### src/rtl/xif_result_queue.sv
// In-order XIF result buffer: holds results until commit/kill, returns committed ones in issue order.
// Every output is decoded from registers only; no input reaches an output combinationally.
package xif_rq_pkg;
  typedef enum logic [1:0] {
    ST_INV  = 2'd0,
    ST_PEND = 2'd1,
    ST_CMT  = 2'd2,
    ST_KILL = 2'd3
  } st_e;
endpackage

module xif_rq_entry
  import xif_rq_pkg::*;
#(
  parameter int ID_WIDTH   = 4,
  parameter int DATA_WIDTH = 32
) (
  input  logic                  clk_i,
  input  logic                  rst_i,
  input  logic                  wr_i,
  input  st_e                   wr_st_i,
  input  logic [ID_WIDTH-1:0]   wr_id_i,
  input  logic [4:0]            wr_rd_i,
  input  logic                  wr_we_i,
  input  logic [DATA_WIDTH-1:0] wr_data_i,
  input  logic                  clr_i,
  input  logic                  cmt_valid_i,
  input  logic [ID_WIDTH-1:0]   cmt_id_i,
  input  logic                  cmt_kill_i,
  output st_e                   st_o,
  output logic [ID_WIDTH-1:0]   id_o,
  output logic [4:0]            rd_o,
  output logic                  we_o,
  output logic [DATA_WIDTH-1:0] data_o
);
  st_e                   st_q, st_d;
  logic [ID_WIDTH-1:0]   id_q, id_d;
  logic [4:0]            rd_q, rd_d;
  logic                  we_q, we_d;
  logic [DATA_WIDTH-1:0] data_q, data_d;

  always_comb begin
    st_d   = st_q;
    id_d   = id_q;
    rd_d   = rd_q;
    we_d   = we_q;
    data_d = data_q;
    // Only a pending entry reacts; repeated commits/kills to a resolved ID are dropped.
    if (cmt_valid_i && st_q == ST_PEND && id_q == cmt_id_i)
      st_d = cmt_kill_i ? ST_KILL : ST_CMT;
    if (clr_i)
      st_d = ST_INV;
    if (wr_i) begin
      st_d   = wr_st_i;
      id_d   = wr_id_i;
      rd_d   = wr_rd_i;
      we_d   = wr_we_i;
      data_d = wr_data_i;
    end
  end

  always_ff @(posedge clk_i or posedge rst_i) begin
    if (rst_i) begin
      st_q   <= ST_INV;
      id_q   <= '0;
      rd_q   <= '0;
      we_q   <= 1'b0;
      data_q <= '0;
    end else begin
      st_q   <= st_d;
      id_q   <= id_d;
      rd_q   <= rd_d;
      we_q   <= we_d;
      data_q <= data_d;
    end
  end

  assign st_o   = st_q;
  assign id_o   = id_q;
  assign rd_o   = rd_q;
  assign we_o   = we_q;
  assign data_o = data_q;
endmodule

module xif_result_queue
  import xif_rq_pkg::*;
#(
  parameter int DEPTH      = 4,
  parameter int ID_WIDTH   = 4,
  parameter int DATA_WIDTH = 32
) (
  input logic               clk_i,
  input logic               rst_i,
  xif_result_queue_if.slave q
);
  localparam int PW = $clog2(DEPTH);
  localparam int CW = $clog2(DEPTH + 1);

  st_e  [DEPTH-1:0]                 ent_st;
  logic [DEPTH-1:0][ID_WIDTH-1:0]   ent_id;
  logic [DEPTH-1:0][4:0]            ent_rd;
  logic [DEPTH-1:0]                 ent_we;
  logic [DEPTH-1:0][DATA_WIDTH-1:0] ent_data;

  logic [PW-1:0] head_q, head_d, tail_q, tail_d;
  logic [CW-1:0] count_q, count_d;
  logic          enq_ready, enq_fire, pop, head_live;
  st_e           enq_st, head_st;

  assign enq_ready = (count_q != CW'(DEPTH));
  assign enq_fire  = q.enq_valid_i && enq_ready;
  assign head_st   = ent_st[head_q];
  assign head_live = (head_st != ST_INV);
  // A killed head drains on its own, one entry per cycle, never shown to the core.
  assign pop       = (head_st == ST_CMT && q.result_ready_i) || head_st == ST_KILL;

  // A commit arriving alongside its own enqueue lands directly in the new entry.
  always_comb begin
    enq_st = ST_PEND;
    if (q.commit_valid_i && q.commit_id_i == q.enq_id_i)
      enq_st = q.commit_kill_i ? ST_KILL : ST_CMT;
  end

  for (genvar i = 0; i < DEPTH; i++) begin : g_ent
    xif_rq_entry #(
      .ID_WIDTH  (ID_WIDTH),
      .DATA_WIDTH(DATA_WIDTH)
    ) u_ent (
      .clk_i      (clk_i),
      .rst_i      (rst_i),
      .wr_i       (enq_fire && tail_q == PW'(i)),
      .wr_st_i    (enq_st),
      .wr_id_i    (q.enq_id_i),
      .wr_rd_i    (q.enq_rd_i),
      .wr_we_i    (q.enq_we_i),
      .wr_data_i  (q.enq_data_i),
      .clr_i      (pop && head_q == PW'(i)),
      .cmt_valid_i(q.commit_valid_i),
      .cmt_id_i   (q.commit_id_i),
      .cmt_kill_i (q.commit_kill_i),
      .st_o       (ent_st[i]),
      .id_o       (ent_id[i]),
      .rd_o       (ent_rd[i]),
      .we_o       (ent_we[i]),
      .data_o     (ent_data[i])
    );
  end

  always_comb begin
    head_d  = head_q;
    tail_d  = tail_q;
    count_d = count_q;
    if (pop)      head_d = head_q + PW'(1);
    if (enq_fire) tail_d = tail_q + PW'(1);
    count_d = count_q + CW'(enq_fire) - CW'(pop);
  end

  always_ff @(posedge clk_i or posedge rst_i) begin
    if (rst_i) begin
      head_q  <= '0;
      tail_q  <= '0;
      count_q <= '0;
    end else begin
      head_q  <= head_d;
      tail_q  <= tail_d;
      count_q <= count_d;
    end
  end

  assign q.enq_ready_o    = enq_ready;
  assign q.result_valid_o = (head_st == ST_CMT);
  assign q.result_id_o    = head_live ? ent_id[head_q]   : '0;
  assign q.result_rd_o    = head_live ? ent_rd[head_q]   : '0;
  assign q.result_we_o    = head_live && ent_we[head_q];
  assign q.result_data_o  = head_live ? ent_data[head_q] : '0;
  assign q.count_o        = count_q;
endmodule

### src/rtl/xif_result_queue_if.sv
// Handshake bundle between coprocessor issue logic, the core commit port and the result queue.
// Signal names keep the queue-side direction suffixes so both ends read the same.
interface xif_result_queue_if #(
  parameter int DEPTH      = 4,
  parameter int ID_WIDTH   = 4,
  parameter int DATA_WIDTH = 32
);
  localparam int CW = $clog2(DEPTH + 1);

  logic                  enq_valid_i;
  logic                  enq_ready_o;
  logic [ID_WIDTH-1:0]   enq_id_i;
  logic [4:0]            enq_rd_i;
  logic                  enq_we_i;
  logic [DATA_WIDTH-1:0] enq_data_i;

  logic                  commit_valid_i;
  logic [ID_WIDTH-1:0]   commit_id_i;
  logic                  commit_kill_i;

  logic                  result_valid_o;
  logic                  result_ready_i;
  logic [ID_WIDTH-1:0]   result_id_o;
  logic [4:0]            result_rd_o;
  logic                  result_we_o;
  logic [DATA_WIDTH-1:0] result_data_o;

  logic [CW-1:0]         count_o;

  modport master (
    output enq_valid_i, enq_id_i, enq_rd_i, enq_we_i, enq_data_i,
    output commit_valid_i, commit_id_i, commit_kill_i,
    output result_ready_i,
    input  enq_ready_o, result_valid_o, result_id_o, result_rd_o, result_we_o, result_data_o,
    input  count_o
  );

  modport slave (
    input  enq_valid_i, enq_id_i, enq_rd_i, enq_we_i, enq_data_i,
    input  commit_valid_i, commit_id_i, commit_kill_i,
    input  result_ready_i,
    output enq_ready_o, result_valid_o, result_id_o, result_rd_o, result_we_o, result_data_o,
    output count_o
  );
endinterface

### src/flat_wrapper.sv
// flat-port wrapper written by rule: the top's interface ports become plain ports
module xif_result_queue_flat import xif_rq_pkg::*;
#(
  parameter int DEPTH      = 4,
  parameter int ID_WIDTH   = 4,
  parameter int DATA_WIDTH = 32
)
  (clk_i, rst_i, q_enq_valid_i, q_enq_id_i, q_enq_rd_i, q_enq_we_i, q_enq_data_i, q_commit_valid_i, q_commit_id_i, q_commit_kill_i, q_result_ready_i, q_enq_ready_o, q_result_valid_o, q_result_id_o, q_result_rd_o, q_result_we_o, q_result_data_o, q_count_o);
  xif_result_queue_if #(.DEPTH(DEPTH), .ID_WIDTH(ID_WIDTH), .DATA_WIDTH(DATA_WIDTH)) q_i ();
  input logic clk_i;
  input logic rst_i;
  input wire logic [$bits(q_i.enq_valid_i)-1:0] q_enq_valid_i;
  input wire logic [$bits(q_i.enq_id_i)-1:0] q_enq_id_i;
  input wire logic [$bits(q_i.enq_rd_i)-1:0] q_enq_rd_i;
  input wire logic [$bits(q_i.enq_we_i)-1:0] q_enq_we_i;
  input wire logic [$bits(q_i.enq_data_i)-1:0] q_enq_data_i;
  input wire logic [$bits(q_i.commit_valid_i)-1:0] q_commit_valid_i;
  input wire logic [$bits(q_i.commit_id_i)-1:0] q_commit_id_i;
  input wire logic [$bits(q_i.commit_kill_i)-1:0] q_commit_kill_i;
  input wire logic [$bits(q_i.result_ready_i)-1:0] q_result_ready_i;
  output wire logic [$bits(q_i.enq_ready_o)-1:0] q_enq_ready_o;
  output wire logic [$bits(q_i.result_valid_o)-1:0] q_result_valid_o;
  output wire logic [$bits(q_i.result_id_o)-1:0] q_result_id_o;
  output wire logic [$bits(q_i.result_rd_o)-1:0] q_result_rd_o;
  output wire logic [$bits(q_i.result_we_o)-1:0] q_result_we_o;
  output wire logic [$bits(q_i.result_data_o)-1:0] q_result_data_o;
  output wire logic [$bits(q_i.count_o)-1:0] q_count_o;
  assign q_i.enq_valid_i = q_enq_valid_i;
  assign q_i.enq_id_i = q_enq_id_i;
  assign q_i.enq_rd_i = q_enq_rd_i;
  assign q_i.enq_we_i = q_enq_we_i;
  assign q_i.enq_data_i = q_enq_data_i;
  assign q_i.commit_valid_i = q_commit_valid_i;
  assign q_i.commit_id_i = q_commit_id_i;
  assign q_i.commit_kill_i = q_commit_kill_i;
  assign q_i.result_ready_i = q_result_ready_i;
  assign q_enq_ready_o = q_i.enq_ready_o;
  assign q_result_valid_o = q_i.result_valid_o;
  assign q_result_id_o = q_i.result_id_o;
  assign q_result_rd_o = q_i.result_rd_o;
  assign q_result_we_o = q_i.result_we_o;
  assign q_result_data_o = q_i.result_data_o;
  assign q_count_o = q_i.count_o;
  xif_result_queue #(.DEPTH(DEPTH), .ID_WIDTH(ID_WIDTH), .DATA_WIDTH(DATA_WIDTH)) u_core (.clk_i(clk_i), .rst_i(rst_i), .q(q_i));
endmodule
### config.mk
export PLATFORM = sky130hd
export DESIGN_NAME = xif_result_queue_flat
export DESIGN_NICKNAME = d
export VERILOG_FILES = /design/src/rtl/xif_result_queue.sv /design/src/rtl/xif_result_queue_if.sv /design/src/flat_wrapper.sv
export SDC_FILE = /design/constraint.sdc
export NUM_CORES = 1
export LEC_CHECK = 0
export BUFFER_PORTS_ARGS = -buffer_cell sky130_fd_sc_hd__buf_2
export CAP_MARGIN = 5
export CORE_ASPECT_RATIO = 1.5
export CORE_MARGIN = 5
export CORE_UTILIZATION = 45
export CTS_CLUSTER_DIAMETER = 80
export DETAILED_ROUTE_END_ITERATION = 10
export PLACE_DENSITY = 0.75
export SLEW_MARGIN = 15
export SYNTH_ARGS = -nofsm -noshare
export SYNTH_HDL_FRONTEND = slang
export SYNTH_SLANG_ARGS = --single-unit
### constraint.sdc
create_clock -name clk_i -period 7.2 [get_ports clk_i]
set_clock_uncertainty 0.15 [all_clocks]
set_input_delay 1.44 -clock clk_i [delete_from_list [all_inputs] [get_ports clk_i]]
set_output_delay 1.44 -clock clk_i [all_outputs]
set_load 0.05 [all_outputs]
==> results.py, run 1 <==
metrics = {
    "run_status": {
        "status": "finished, final reports clean",
    },
    "clock_network": {
        "clk_latency_ps": 430,
        "cts_tree": "built",
        "clk_pin_slew_worst_paths_ps": 70,
        "post_cts.resized_instances": 0,
        "cts_buffer_depth": 2,
        "number_of_buffers_inserted_for_hold_repair_after_clock_tree_synthesis": 0,
        "tritoncts.num_buffers": 17,
        "cts_setup_buffers": 0,
        "ctsRootBufferMaster": "sky130_fd_sc_hd__clkbuf_16",
        "clkSinkCount": 183,
        "htree_levels": 4,
    },
    "logic_synthesis": {
        "yosysSeqAreaShare_pct": 52.3,
        "syn-instance-count": 588,
        "syn_area_per_cell_sq_um": 14.9,
        "post-synth-top-area-cell": "sky130_fd_sc_hd__dfrtp_1",
        "synth_top_cells_by_area": "sky130_fd_sc_hd__dfrtp_1 (52%), sky130_fd_sc_hd__mux2_2 (22%), sky130_fd_sc_hd__mux4_2 (11%)",
        "synth.distinct_cells": 31,
        "synth_nets": 651,
        "syn-cell-area_sq_um": 8750,
        "yosysWarnings": 0,
        "netlist.area_leader.share_pct": 52.3,
        "yosys_register_bits": 183,
    },
    "drt": {
        "number_of_iterations_in_the_first_detailed_routing_pass": 6,
        "route.detailed.wl_per_inst_microns": 20.4,
        "detail_route.drc_violations": 0,
        "detailedRoute.firstIterationViolations": 259,
        "detailroute.via_count": 5172,
        "drt_wl_total_microns": 19300,
        "drtAntennaViolNets": 0,
        "avgViaCountPerCell": 5.47,
    },
    "final_layout": {
        "num_antenna_cells": 0,
        "drive_above_1_share_pct": 52.3,
        "post-route-util_pct": 52.3,
        "num-nets-final": 740,
        "flow.area_growth_from_synthesis_pct": 14.6,
    },
    "global_route": {
        "antenna_violations_before_repair": 0,
        "grt_max_degree": 103,
        "via_count_of_the_first_global_routing_pass": 6098,
        "grt.total_usage_pct": 18.3,
        "grt_pass1_wl_microns": 31600,
        "gr-total-overflow": 0,
    },
    "worst_setup_path": {
        "cp-end-kind": "primary output",
        "cpLargestDelayFamily": "flip-flops",
        "timing.critical_path.slowest_cell_delay_ps": 1080,
        "critPathKind": "flop to primary output",
        "critical_path.max_fanout": 48,
        "timing.critical_path.cells": "mux4_2 > nor2_4 > buf_4 > nor2b_1 > buf_2",
        "cpMaxStageDelayCell": "sky130_fd_sc_hd__dfrtp_4",
        "critical_path_arrival_ps": 3340,
        "startpoint_type": "flop",
        "crit_buf_inv": 2,
        "worst_ep_required_time_ps": 5610,
    },
    "floorplanning": {
        "fp.dieArea_sq_um": 22400,
        "rows": 62,
        "dieHeight_microns": 181,
        "i_o_pin_count": 99,
        "initial_core_util_pct": 45.7,
        "core_sq_um": 19200,
        "die_width_microns": 124,
    },
    "sta": {
        "pin_slew_with_the_least_headroom_to_its_limit_ps": 996,
        "finalWorstPathRequiredPeriod_ps": 4930,
        "hold_violations": 0,
        "final_max_slew_viol_count": 0,
        "fin_hold_ws_ps": 333,
        "fmax_ghz": 0.203,
        "rsz0062_at_grt": "false",
        "setup-violations-final": 0,
        "period_share_pct": 68.5,
        "fin_tns_setup_ps": 0,
        "maxSlewHeadroom_pct": 33.6,
    },
    "placement": {
        "placement.io_buffers": 98,
        "dp_hpwl_microns": 13100,
        "globalplace.congestion": 0.848,
    },
    "min_path": {
        "timing.hold.worst.class": "flop to flop",
    },
    "job": {
        "max-cap-violations": 0,
    },
}
-- worst register-to-register path, stage by stage (launching register included) --
cell                       delay, ps
sky130_fd_sc_hd__dfrtp_4        1080
sky130_fd_sc_hd__mux4_2          690
sky130_fd_sc_hd__o221ai_4        130
sky130_fd_sc_hd__inv_2           160
sky130_fd_sc_hd__ha_1            290
sky130_fd_sc_hd__inv_1            60
sky130_fd_sc_hd__ha_1            140
sky130_fd_sc_hd__inv_1            60
sky130_fd_sc_hd__fa_1            400
sky130_fd_sc_hd__xnor2_1         150
sky130_fd_sc_hd__xnor2_1         120
-- cells in the mapped netlist (all sizes together) --
| cell | n |
|---|---|
| dfrtp | 183 |
| mux2 | 171 |
| mux4 | 43 |
| nor2b | 43 |
| buf | 27 |
| xnor2 | 24 |
| inv | 14 |
| o21ai | 14 |
| nand2 | 13 |
| ha | 10 |
| clkbuf | 9 |
| nor2 | 6 |
| nand3 | 5 |
| a22o | 4 |
| nor4 | 4 |
| o2111ai | 4 |
| a211oi | 2 |
| a311oi | 2 |
| nor4b | 2 |
| o22ai | 2 |
| and2 | 1 |
| fa | 1 |
| nand2b | 1 |
| nor3b | 1 |
| o221ai | 1 |
| or2 | 1 |
-- cells in the final DEF, fill, tap and decap left out, types with 5 or more instances in the layout --
| cell type | n |
|---|---|
| sky130_fd_sc_hd__mux2_2 | 171 |
| sky130_fd_sc_hd__nor2b_1 | 43 |
| sky130_fd_sc_hd__xnor2_1 | 24 |
| sky130_fd_sc_hd__inv_6 | 5 |
| sky130_fd_sc_hd__nor2_4 | 5 |
| sky130_fd_sc_hd__mux4_2 | 43 |
| sky130_fd_sc_hd__buf_2 | 98 |
| sky130_fd_sc_hd__nand3_1 | 5 |
| sky130_fd_sc_hd__nand2_1 | 13 |
| sky130_fd_sc_hd__dfrtp_1 | 181 |
| sky130_fd_sc_hd__ha_1 | 10 |
| sky130_fd_sc_hd__clkbuf_16 | 17 |
| sky130_fd_sc_hd__inv_1 | 12 |
| sky130_fd_sc_hd__buf_4 | 8 |
| sky130_fd_sc_hd__o21ai_0 | 14 |
-- cell families (layout without fill, tap and decap cells) --
group | after synthesis | count (layout) | share of synthesized area, %
buffers and inverters | 50 | 152 | 2.92
AO/OA/AOI/OAI | 29 | 29 | 2.42
adder cells (fa/ha/maj) | 11 | 11 | 1.66
XOR/XNOR | 24 | 24 | 2.40
AND/OR/NAND/NOR | 77 | 77 | 5.22
flip-flops | 183 | 183 | 52.3
multiplexers | 214 | 214 | 33.1
-- metal layers --
layer / up-vias / track usage [%] / share of wire [%]
li1: 2305 / - / -
met1: 2725 / 20.6 / 38
met2: 112 / 33.2 / 57
met3: 30 / 3.88 / 3.5
met4: 0 / 6.96 / 2.1
met5: - / 0 / 0
-- flip-flops by register name, indices dropped and copies added, names as in the netlist --
name                       cells
u_core.tail_q                  2
u_core.g_ent.u_ent.rd_o       20
u_core.q.count_o               3
u_core.g_ent.u_ent.data_o    128
u_core.g_ent.u_ent.id_o       16
u_core.g_ent.u_ent.st_o        8
u_core.g_ent.u_ent.we_o        4
u_core.head_q                  2
-- final cells by class --
| class | count | area, sq um |
|---|---|---|
| clock inverters | 8 | 86.3 |
| inverters | 14 | 57.6 |
| flip-flops and latches | 183 | 4580 |
| repair buffers | 106 | 551 |
| well taps | 256 | 320 |
| multi-input cells | 355 | 3940 |
| fillers | 1611 | 9130 |
| clock buffers | 24 | 492 |
-- stage by stage --
step           worst slack [ps]  std cells  area, sq um
2_1_floorplan               638        588         8750
3_3_place_gp               2660        914         9450
3_5_place_dp               2610        914         9450
4_1_cts                    2140        946        10000
5_1_grt                    1970        946        10000
6_report                   2270        946        10000
-- final timing paths --
| check | from | end | slack, ps | cells after the start |
|---|---|---|---|---|
| setup / recovery | u_core.head_q[0] | q_result_data_o[17] | 2270 | 5 |
| hold / removal | u_core.q.count_o[2] | u_core.q.count_o[2] | 330 | 1 |
| setup reg to reg | u_core.head_q[0] | u_core.q.count_o[2] | 3660 | 10 |
| hold reg to reg | u_core.q.count_o[2] | u_core.q.count_o[2] | 330 | 1 |
| max in group asynchronous | rst_i | u_core.head_q[1] | 4290 | 3 |
| min in group asynchronous | rst_i | u_core.g_ent[0].u_ent.data_o[31] | 1040 | 2 |
Power of run 1 is left out: the tool's default activity adds up to more than one toggle a clock period on the data nets, which glitch-free logic cannot reach.
==> run 2: changes to the inputs <==
Settings changed: PLACE_DENSITY 0.75 to 0.77.
Clock period 7.2 ns to 3.99 ns, I/O delays scaled along.
==> run 2 against run 1 <==
Effect of this change:
- via count up 0.85%
- sequential share of layout area decreased by 0.67 points
- largest cell class unchanged
- critical path type unchanged
- setup slack got worse by 1900 ps
- non-clock buffer count up 5
- critical path depth fell by 1
==> results.py, run 2 (synthesis results as in run 1) <==
metrics = {
    "run_status": {
        "status": "finished, final reports clean",
    },
    "placement": {
        "dp_cells": 919,
        "dpl-instance-area_sq_um": 9560,
        "placement.io_buffers": 98,
        "globalplace.congestion": 0.836,
        "dp_hpwl_microns": 13500,
    },
    "clock_network": {
        "cts_tree": "built",
        "tritoncts.num_buffers": 17,
        "clkSinkCount": 183,
        "htree_levels": 4,
        "post_cts.resized_instances": 0,
        "cts_buffer_depth": 2,
        "clk_pin_slew_worst_paths_ps": 70,
        "number_of_buffers_inserted_for_hold_repair_after_clock_tree_synthesis": 0,
        "cts_setup_buffers": 0,
        "ctsRootBufferMaster": "sky130_fd_sc_hd__clkbuf_16",
        "clk_latency_ps": 420,
    },
    "global_route": {
        "grt.total_usage_pct": 18.3,
        "grt_pass1_wl_microns": 31800,
        "grt_max_degree": 77,
        "via_count_of_the_first_global_routing_pass": 6050,
        "antenna_violations_before_repair": 2,
        "grt_util_met2_pct": 32.5,
        "top_usage_layer": "met2",
        "grt.met3_usage_pct": 3.57,
        "gr-total-overflow": 0,
        "met1_usage_pct": 21.7,
    },
    "sta": {
        "setup-violations-final": 0,
        "rsz0062_at_grt": "false",
        "pin_slew_with_the_least_headroom_to_its_limit_ps": 1000,
        "maxSlewHeadroom_pct": 33.1,
        "finalWorstPathRequiredPeriod_ps": 3580,
        "fin_tns_setup_ps": 0,
        "hold_violations": 0,
        "fmax_ghz": 0.279,
        "final_max_slew_viol_count": 0,
        "period_share_pct": 89.8,
    },
    "drt": {
        "detail_route.drc_violations": 0,
        "drt_wl_total_microns": 19200,
        "number_of_iterations_in_the_first_detailed_routing_pass": 4,
        "detailroute.via_count": 5216,
        "detailedRoute.firstIterationViolations": 242,
        "drtAntennaViolNets": 0,
        "route.detailed.wl_per_inst_microns": 20.2,
        "avgViaCountPerCell": 5.47,
    },
    "final_layout": {
        "flow.area_growth_from_synthesis_pct": 16.3,
        "stdcell_count": 953,
        "post-route-util_pct": 53.1,
        "layout_common_cells": "sky130_fd_sc_hd__dfrtp_1 (181), sky130_fd_sc_hd__mux2_2 (171), sky130_fd_sc_hd__buf_2 (98), sky130_fd_sc_hd__mux4_2 (43), sky130_fd_sc_hd__nor2b_1 (43)",
        "leading_cell_type_in_the_layout_fill_and_taps_excluded": "sky130_fd_sc_hd__dfrtp_1",
        "largest_register_ff_count": 128,
        "num-nets-final": 745,
        "drive_above_1_share_pct": 53.1,
        "finalInstanceArea_sq_um": 10200,
    },
    "worst_setup_path": {
        "reg2reg_depth": 10,
        "reg2reg_to": "u_core.q.count_o[2]",
        "critical_path.max_fanout": 31,
        "worst_r2r_startpoint": "u_core.head_q[0]",
        "worst-r2r-setup-slack_ps": 960,
        "crit_buf_inv": 2,
        "cp-end-kind": "primary output",
        "timing.critical_path.slowest_cell_delay_ps": 620,
        "startpoint_type": "flop",
        "timing.critical_path.cells": "buf_4 > mux4_2 > nor2b_1 > buf_2",
        "cpLargestDelayFamily": "buffers and inverters",
        "critPathKind": "flop to primary output",
        "worst_ep_required_time_ps": 3040,
        "cpMaxStageDelayCell": "sky130_fd_sc_hd__dfrtp_4",
        "critical_path_arrival_ps": 2640,
    },
    "floorplanning": {
        "die_width_microns": 124,
        "fp.dieArea_sq_um": 22400,
        "core_sq_um": 19200,
        "i_o_pin_count": 99,
        "initial_core_util_pct": 45.7,
        "dieHeight_microns": 181,
        "rows": 62,
    },
    "min_path": {
        "timing.hold.worst.class": "flop to flop",
        "hold_start": "u_core.q.count_o[2]",
        "min_path_cells": 1,
        "hold_endpoint": "u_core.q.count_o[2]",
    },
    "job": {
        "max-cap-violations": 0,
    },
}
[run 2: final cells by class]
| class | count | area, sq um |
|---|---|---|
| diodes | 2 | 5.00 |
| clock buffers | 17 | 425 |
| clock inverters | 15 | 186 |
| fillers | 1640 | 8980 |
| inverters | 14 | 56.3 |
| multi-input cells | 355 | 3940 |
| flip-flops and latches | 183 | 4580 |
| well taps | 256 | 320 |
| repair buffers | 111 | 663 |
[run 2: how the worst max path moves through the flow]
stage                           startpoint  cells past startpoint  slack, ps                               to
after floorplan                      rst_i                      1        690  u_core.g_ent[0].u_ent.data_o[0]
after global placement    u_core.head_q[0]                      4        790              q_result_data_o[29]
after detailed placement  u_core.head_q[0]                      4        790                 q_result_rd_o[3]
after CTS                 u_core.head_q[0]                      4        320                 q_result_rd_o[3]
after global routing      u_core.head_q[0]                      4        200              q_result_data_o[29]
final                     u_core.head_q[0]                      4        410              q_result_data_o[30]
[run 2: metrics by stage]
stage / hold slack, ps / setup slack, ps
after global placement: 331 / 788
after floorplan: 325 / 691
after detailed placement: 342 / 794
after global routing: 368 / 201
after CTS: 357 / 315
final: 353 / 407
[run 2: layer usage]
| metal | part of all wire (%) | vias to the layer above | wire (microns) |
|---|---|---|---|
| met4 | 2.0 | 0 | 389 |
| li1 | - | 2322 | - |
| met1 | 38 | 2766 | 7370 |
| met5 | 0 | - | 0 |
| met2 | 56 | 107 | 10800 |
| met3 | 3.5 | 21 | 664 |
Power of run 2 is left out for the same reason.
==> run 3: changes to the inputs <==
Settings changed: CORE_UTILIZATION 45 to 40, PLACE_DENSITY 0.77 to 0.71.
==> run 3 against run 2 <==
Effect of this change:
- register-to-register slack lost 90 ps
- via count is 1.8% lower
- die area up 12%
- critical path depth is 1 higher
- wire length shrank 3.6%
- core utilization is 6.0 points lower
- final cell count grew 1.8%
- fmax down 4.9%
- setup slack worse by 190 ps
- critical path type unchanged
- non-clock buffer count grew 2
- first-iteration DRC count down 17%
==> results.py, run 3 (synthesis results as in run 1) <==
metrics = {
    "global_route": {
        "grt.total_usage_pct": 15.8,
        "gr-total-overflow": 0,
        "grt_util_met2_pct": 27.3,
        "top_usage_layer": "met2",
        "met1_usage_pct": 19.0,
        "grt_pass1_wl_microns": 30300,
        "grt_max_degree": 69,
        "via_count_of_the_first_global_routing_pass": 5663,
        "antenna_violations_before_repair": 1,
        "grt.met3_usage_pct": 3.49,
    },
    "sta": {
        "pin_slew_with_the_least_headroom_to_its_limit_ps": 715,
        "maxSlewHeadroom_pct": 52.2,
        "fin_tns_setup_ps": 0,
        "fin_ws_ps": 221,
        "setup-violations-final": 0,
        "fmax_ghz": 0.265,
        "final_max_slew_viol_count": 0,
        "period_share_pct": 94.5,
        "rsz0062_at_grt": "false",
        "finalWorstPathRequiredPeriod_ps": 3770,
        "hold_violations": 0,
    },
    "drt": {
        "drt_wl_total_microns": 18600,
        "detailedRoute.firstIterationViolations": 201,
        "detailroute.via_count": 5123,
        "detail_route.drc_violations": 0,
        "avgViaCountPerCell": 5.28,
        "drtAntennaViolNets": 0,
        "number_of_iterations_in_the_first_detailed_routing_pass": 4,
        "route.detailed.wl_per_inst_microns": 19.1,
    },
    "final_layout": {
        "layout_common_cells": "sky130_fd_sc_hd__dfrtp_1 (181), sky130_fd_sc_hd__mux2_2 (171), sky130_fd_sc_hd__buf_2 (98), sky130_fd_sc_hd__mux4_2 (43), sky130_fd_sc_hd__nor2b_1 (43)",
        "largest_register_ff_count": 128,
        "drive_above_1_share_pct": 53.1,
        "post-route-util_pct": 47.1,
        "leading_cell_type_in_the_layout_fill_and_taps_excluded": "sky130_fd_sc_hd__dfrtp_1",
        "num-nets-final": 747,
        "flow.area_growth_from_synthesis_pct": 16.4,
        "finalInstanceArea_sq_um": 10200,
    },
    "floorplanning": {
        "i_o_pin_count": 99,
        "die_width_microns": 131,
        "initial_core_util_pct": 40.5,
        "fp.dieArea_sq_um": 25000,
        "dieHeight_microns": 191,
        "core_sq_um": 21600,
        "rows": 66,
    },
    "clock_network": {
        "clkSinkCount": 183,
        "post_cts.resized_instances": 0,
        "clk_pin_slew_worst_paths_ps": 70,
        "clk_latency_ps": 430,
        "htree_levels": 4,
        "cts_buffer_depth": 2,
        "tritoncts.num_buffers": 17,
        "cts_setup_buffers": 0,
        "cts_tree": "built",
        "number_of_buffers_inserted_for_hold_repair_after_clock_tree_synthesis": 0,
        "ctsRootBufferMaster": "sky130_fd_sc_hd__clkbuf_16",
    },
    "worst_setup_path": {
        "startpoint_type": "flop",
        "cpMaxStageDelayCell": "sky130_fd_sc_hd__dfrtp_4",
        "critPathKind": "flop to primary output",
        "timing.critical_path.slowest_cell_delay_ps": 730,
        "timing.critical_path.cells": "mux4_2 > nor2_4 > buf_12 > nor2b_1 > buf_2",
        "worst_ep_required_time_ps": 3040,
        "critical_path_arrival_ps": 2820,
        "cp-end-kind": "primary output",
        "critical_path.max_fanout": 26,
    },
    "placement": {
        "globalplace.congestion": 0.818,
        "pre_cts_slack_ps": 570,
        "dpl-instance-area_sq_um": 9600,
        "dp_hpwl_microns": 12600,
        "placement.io_buffers": 98,
    },
    "min_path": {
        "timing.hold.worst.class": "input port to async pin",
    },
    "job": {
        "max-cap-violations": 0,
    },
    "run_status": {
        "status": "finished, final reports clean",
    },
}
## run 3: cell type report
| class | count | area (sq um) |
|---|---|---|
| tap | 272 | 340 |
| inverter | 14 | 56.3 |
| clock buffer | 19 | 443 |
| multi-input combinational | 355 | 3940 |
| fill | 1949 | 11400 |
| sequential | 183 | 4580 |
| clock inverter | 13 | 146 |
| antenna | 1 | 2.50 |
| timing repair buffer | 113 | 678 |
## run 3: routing by layer
layer	vias to the layer above	part of all wire, %
met2	99	54
met4	0	1.9
met5	-	0
li1	2326	-
met1	2674	40
met3	24	3.9
## run 3: worst paths after layout
check | start | to | slack [ps] | cells after the start
setup / recovery | u_core.head_q[0] | q_result_data_o[20] | 220 | 5
hold / removal | rst_i | u_core.g_ent[0].u_ent.data_o[20] | 330 | 2
setup reg to reg | u_core.head_q[0] | u_core.q.count_o[2] | 870 | 10
hold reg to reg | u_core.q.count_o[2] | u_core.q.count_o[2] | 340 | 1
max in group asynchronous | rst_i | u_core.g_ent[1].u_ent.data_o[8] | 2580 | 3
min in group clk_i | u_core.q.count_o[2] | u_core.q.count_o[2] | 340 | 1
## run 3: per-stage QoR
| step | hold WS (ps) | cells |
|---|---|---|
| after floorplan | 325 | 588 |
| after global placement | 321 | 937 |
| after detailed placement | 331 | 937 |
| after CTS | 336 | 969 |
| after global routing | 365 | 970 |
| final | 331 | 970 |
## run 3: worst max-delay path, delay by kind of cell, from the launching register on
kind                   cells  cell delay [ps]
buffers and inverters      2              450
AND/OR/NAND/NOR            2              540
flip-flops                 1              730
multiplexers               1              640
Power of run 3 is left out for the same reason.
